`src/rtl/rtc_timer_adj.sv`:
```
// RTC timer: seconds + ns.fraction counter advanced each clock by a programmable period,
// with a cycle-counted signed period adjustment and PPS strobe. Build option: RTC_DELTA_SIGMA_EN.
module rtc_timer_adj #(
    parameter int SEC_W   = 48,
    parameter int NS_W    = 30,
    parameter int TFRAC_W = 8,
    parameter int PNS_W   = 8,
    parameter int PFRAC_W = 32,
    parameter int CNT_W   = 32
) (
    input  logic                       clk,
    input  logic                       rst_n,
    input  logic                       time_ld,
    input  logic [NS_W+TFRAC_W-1:0]    time_reg_ns_in,
    input  logic [SEC_W-1:0]           time_reg_sec_in,
    input  logic                       period_ld,
    input  logic [PNS_W+PFRAC_W-1:0]   period_in,
    input  logic [NS_W+TFRAC_W-1:0]    time_acc_modulo,
    input  logic                       adj_ld,
    input  logic [CNT_W-1:0]           adj_ld_data,
    input  logic [PNS_W+PFRAC_W-1:0]   period_adj,
    output logic [NS_W+TFRAC_W-1:0]    time_reg_ns,
    output logic [SEC_W-1:0]           time_reg_sec,
    output logic                       adj_busy,
    output logic                       pps_out
);

    localparam int TW     = NS_W + TFRAC_W;
    localparam int PW     = PNS_W + PFRAC_W;
    localparam int RES_W  = PFRAC_W - TFRAC_W;
    localparam int RES_RW = (RES_W > 0) ? RES_W : 1;
    localparam int SW     = TW + 2;

    typedef enum logic {
        IDLE   = 1'b0,
        ACTIVE = 1'b1
    } adj_state_t;

    adj_state_t            state;
    logic [PW-1:0]         period_r;
    logic [PW-1:0]         adj_r;
    logic [CNT_W-1:0]      adj_cnt;

    logic signed [PW+1:0]  inc_sum;
    logic [PW:0]           inc_eff;
    logic [SW-1:0]         inc_upper;
    logic                  carry;
    logic [SW-1:0]         sum;
    logic                  wrap;
    logic [TW-1:0]         ns_next;

`ifdef RTC_DELTA_SIGMA_EN
    logic [RES_RW-1:0]     res;
    logic [RES_RW-1:0]     res_next;
    logic [RES_RW-1:0]     inc_low;
`endif

    always_comb begin
        inc_sum = $signed({2'b00, period_r});
        if (adj_busy)
            inc_sum = inc_sum + $signed({{2{adj_r[PW-1]}}, adj_r});
        // A non-positive increment freezes time rather than running it backward
        inc_eff   = inc_sum[PW+1] ? '0 : inc_sum[PW:0];
        inc_upper = SW'(inc_eff >> RES_W);
`ifdef RTC_DELTA_SIGMA_EN
        inc_low = (RES_W == 0) ? '0 : inc_eff[RES_RW-1:0];
        {carry, res_next} = {1'b0, res} + {1'b0, inc_low};
        if (RES_W == 0) begin
            carry    = 1'b0;
            res_next = '0;
        end
`else
        carry = 1'b0;
`endif
        sum     = {2'b00, time_reg_ns} + inc_upper + SW'(carry);
        wrap    = (sum >= {2'b00, time_acc_modulo});
        ns_next = wrap ? TW'(sum - {2'b00, time_acc_modulo}) : TW'(sum);
    end

    always_ff @(posedge clk or negedge rst_n) begin
        if (!rst_n) begin
            state        <= IDLE;
            period_r     <= '0;
            adj_r        <= '0;
            adj_cnt      <= '0;
            adj_busy     <= 1'b0;
            time_reg_ns  <= '0;
            time_reg_sec <= '0;
            pps_out      <= 1'b0;
`ifdef RTC_DELTA_SIGMA_EN
            res          <= '0;
`endif
        end else begin
            if (period_ld)
                period_r <= period_in;

            if (time_ld) begin
                time_reg_ns  <= time_reg_ns_in;
                time_reg_sec <= time_reg_sec_in;
                pps_out      <= 1'b0;
`ifdef RTC_DELTA_SIGMA_EN
                res          <= '0;
`endif
            end else begin
                time_reg_ns <= ns_next;
                if (wrap)
                    time_reg_sec <= time_reg_sec + 1'b1;
                pps_out <= wrap;
`ifdef RTC_DELTA_SIGMA_EN
                res     <= res_next;
`endif
            end

            // A coincident adj_ld wins over the time_ld abort so a fresh adjustment is never lost
            case (state)
                IDLE: begin
                    if (adj_ld && adj_ld_data != '0) begin
                        adj_r    <= period_adj;
                        adj_cnt  <= adj_ld_data;
                        state    <= ACTIVE;
                        adj_busy <= 1'b1;
                    end
                end
                ACTIVE: begin
                    if (adj_ld) begin
                        if (adj_ld_data != '0) begin
                            adj_r   <= period_adj;
                            adj_cnt <= adj_ld_data;
                        end else begin
                            adj_cnt  <= '0;
                            state    <= IDLE;
                            adj_busy <= 1'b0;
                        end
                    end else if (time_ld || adj_cnt == CNT_W'(1)) begin
                        adj_cnt  <= '0;
                        state    <= IDLE;
                        adj_busy <= 1'b0;
                    end else begin
                        adj_cnt <= adj_cnt - 1'b1;
                    end
                end
                default: begin
                    state    <= IDLE;
                    adj_busy <= 1'b0;
                end
            endcase
        end
    end

endmodule

```
`config.mk`:
```
export PLATFORM = sky130hd
export DESIGN_NAME = rtc_timer_adj
export DESIGN_NICKNAME = d
export VERILOG_FILES = /design/src/rtl/rtc_timer_adj.sv
export SDC_FILE = /design/constraint.sdc
export NUM_CORES = 1
export LEC_CHECK = 0
export ABC_AREA = 1
export BUFFER_PORTS_ARGS = -buffer_cell sky130_fd_sc_hd__buf_2
export CAP_MARGIN = 20
export CORE_ASPECT_RATIO = 0.5
export CORE_MARGIN = 2
export CORE_UTILIZATION = 50
export DETAILED_ROUTE_END_ITERATION = 6
export GPL_TIMING_DRIVEN = 0
export HOLD_SLACK_MARGIN = 0.1
export PLACE_DENSITY = 0.73
export SYNTH_ARGS = -nofsm -noshare
export SYNTH_HDL_FRONTEND = slang
export SYNTH_SLANG_ARGS = --single-unit
export TNS_END_PERCENT = 30
```
`constraint.sdc`:
```
create_clock -name clk -period 9.15 [get_ports clk]
set_input_delay 0.4575 -clock clk [delete_from_list [all_inputs] [get_ports clk]]
set_output_delay 0.4575 -clock clk [all_outputs]
set_load 0.02 [all_outputs]
```
==> summary.md <==
| Metric | Value |
|---|---|
| Status | complete, but fails checks |
| Failing checks | design-rule violations |
| Yosys top cell by area | dfrtp_1 |
| Setup_tns | 0 ns |
| Total die area | 38,600 sq um |
| Crit. Startpoint | period_r[16] |
| WHS Path Cells | 3 |
| Synth area leaders | dfrtp_1 27%, nand2_1 24%, inv_1 7.8% |
| Max Cap Viol | 0 |
| Starting Density | 51.1% |
| Gr usage total | 35.9% |
| CP required | 9.59 ns |
| Leakage | 11.9 nW |
| Largest net degree at the start of global routing | 107 |
| Worst Setup End Kind | flip-flop |
| Clock skew | 0.0240 ns |
| Die height | 140 um |
| Clk slew on worst S/H paths | 0.07 ns |
| Hold_ws | 0.109 ns |
| Critical Path Max Stage Delay | 0.47 ns |
| Postcts setup bufs | 0 |
| PortBufs | 326 |
| Setup violators final | 0 |
| Crit path buffers/inverters | 6 |
| Reg2reg end | time_reg_ns[36] |
| Commonest non-fill, non-tap cell in the layout | nand2_1 |
| Vias | 20,600 |
| Clock Sinks | 201 |
| Reg2Reg Launch Point | period_r[16] |
| Yosys Warn Count | 0 |
| Most numerous cell on the critical path | nand2_1 |
| TritonCTS clock tree | yes |
| Yosys top cell area share | 27.2% |
| Fmax | 134 MHz |
| Tmin final | 7.45 ns |
| Synth Instances | 2,987 |
| CP startpoint kind | flip-flop |
| # IOs | 329 |
| Worst Path Max Fanout | 10 |
| Most frequent cells in the layout | 1,169 x nand2_1, 386 x inv_1, 340 x buf_2, 311 x nor2_1 |
| Max rail drop VDD | 0.000155 V |
| Row cnt | 49 |
| Period utilisation layout | 81.5% |
| Reg power frac | 22.3% |
| Syn_area_per_cell | 6.18 sq um |
| Mapped cell area | 18,500 sq um |
| Global route overflow | 0 |
| Residual DRC | 6 |
| CP delay by family, top | simple AND/OR/NAND/NOR gates |
| Worst Tran Pin Value | 0.901 ns |
| Vias per std cell | 5.34 |
| Critical path class | reg2reg |
| Pint | 2.84 mW |
| NumNets Final | 3,698 |
| Syn_nets | 3,328 |
| Total CTS buffers | 22 |
| RSZ-0062 raised after global routing | false |
| Area growth syn-to-layout | 17.4% |
| Detail Route Antenna Nets | 0 |
| Min-delay src | period_adj[22] |
| Unique cell type count in the Yosys netlist | 43 |
| Die Wd | 276 um |
| Core ar. | 36,200 sq um |
| Clock Power Share | 15.5% |
| R2R cell count | 37 |
| Comb power frac | 62.2% |
| DP HPWL | 58.2 mm |
| Initial antenna violation count | 1 |
| Max-slew headroom | 39.9% |
| Tot Pwr | 6.11 mW |
| Fin. max-slew vios | 0 |
| GP Congestion | 1.03 |
| Sequential share of the synthesized area | 27.2% |
| First-pass GRT wire length | 107 mm |
| Data arrival time of the critical path | 7.90 ns |
| # resized after CTS | 0 |
| CP max stage cell | o21ai_0 |
| Hold endpoint | adj_r[22] |
| Initial DRC count | 1,696 |
| Total Wirelength | 70.3 mm |
| Clock Path Buffers | 3 |
| Drt first pass iters | 7 |
| Power Density | 282 nW/um^2 |
| Layout Utilization | 59.9% |
| Share of layout cells above drive strength 1 | 13.0% |
| Vias in the first global route | 19,500 |
| Worst hold path class | in2reg |
| P_sw | 3.27 mW |
| Root buf cell | clkbuf_16 |
| Switching share of power | 53.6% |
| H-tree depth | 1 |
| Reg2reg setup slack | 1.70 ns |
| Wire per inst | 18.2 um |
| Register bit total from synthesis | 201 |
| Fin. Hold Viols | 0 |
| Clock Latency Late Sink | 0.55 ns |
| Stages on the worst setup path | 37 |
-- power by group through the flow --
stage          Combinational, mW  Sequential (mW)  Clock [mW]
5_1_grt                     4.20             1.38       0.986
3_3_place_gp                3.67             1.36           0
2_1_floorplan               2.43             1.46           0
6_report                    3.80             1.36       0.947
4_1_cts                     3.73             1.35       0.954
3_5_place_dp                3.70             1.36           0
-- cell type report --
type / instances / area [sq um]
inverters: 391 / 1470
clock inverters: 11 / 135
multi-input cells: 2334 / 11700
fillers: 3667 / 14500
repair buffers: 346 / 1860
well taps: 484 / 606
clock buffers: 29 / 607
plain buffers: 61 / 290
flip-flops and latches: 201 / 5030
diodes: 1 / 2.50
-- kinds of logic after synthesis --
logic type,count (synthesis),share of synthesized area (%)
AND/OR/NAND/NOR,1820,40.3
flip-flops,201,27.2
XOR/XNOR,109,5.17
buffers and inverters,452,9.52
adder cells (fa/ha/maj),100,6.86
AO/OA/AOI/OAI,240,7.21
multiplexers,65,3.75
-- registers in the layout, indices dropped and copies added (netlist names) --
signal,count
adj_cnt,32
pps_out,1
adj_r,40
adj_busy,1
period_r,40
time_reg_ns,38
time_reg_sec,48
state,1
-- metal layers --
metal	part of all wire [%]	vias up	global-route usage (%)	wire (um)
met3	8.1	109	6.07	5730
met4	3.3	0	10.8	2320
met1	43	9506	48.1	30000
met2	46	820	59.6	32200
li1	-	10200	-	-
met5	0	-	0	0
-- metrics by stage --
| step | worst slack [ns] | area, sq um | std cells |
|---|---|---|---|
| after CTS | 1.93 | 21700 | 3857 |
| after floorplan | 4.03 | 18500 | 2987 |
| final | 1.70 | 21700 | 3858 |
| after global routing | 1.12 | 21700 | 3858 |
| after global placement | 1.99 | 20700 | 3797 |
| after detailed placement | 2.00 | 20700 | 3798 |
-- cell usage after synthesis --
cell type	count
o21bai_1	19
nor3b_1	3
nand2_4	1
nand4_1	40
nor4b_1	1
and3_1	1
o21a_1	3
buf_1	7
a21o_1	2
nand2_2	2
buf_6	4
nand3b_1	15
nor2_2	4
fa_1	2
a21oi_1	95
nand3_1	201
nor4_1	15
xor2_1	76
nor3_1	43
buf_4	2
xnor2_1	33
clkbuf_2	4
dfrtp_1	201
nor2_8	1
ha_1	98
buf_2	15
inv_2	1
nand2b_1	2
and2_1	4
mux2_2	33
a31oi_1	2
o211ai_1	27
nand3_2	1
or2_2	5
inv_1	386
o21ai_1	1
nor2_1	311
nand3_4	1
nand2_1	1169
clkinv_1	4
o21ai_0	91
clkbuf_1	29
mux2i_1	32
-- timing repair --
| item | CTS | global route |
|---|---|---|
| hold buffers | 19 | 0 |
| hold endpoints to repair | 113 | 0 |
| setup endpoints to repair | 0 | 0 |
-- worst reg2reg max path: cells and delay by family, from the launching register on --
family                   cells  cell delay (ns)
AO/OA/AOI/OAI                3             1.35
buffers and inverters        6             0.97
adder cells (fa/ha/maj)      3             1.01
AND/OR/NAND/NOR             25             3.63
flip-flops                   1             0.39
-- worst max path at each step --
stage                       to  slack (ns)
2_1_floorplan  time_reg_ns[22]        4.03
3_3_place_gp   time_reg_ns[36]        1.99
3_5_place_dp   time_reg_ns[36]        2.00
4_1_cts        time_reg_ns[36]        1.93
5_1_grt        time_reg_ns[36]        1.12
6_report       time_reg_ns[36]        1.70
Note: power is estimated with default switching activity, not from simulation.
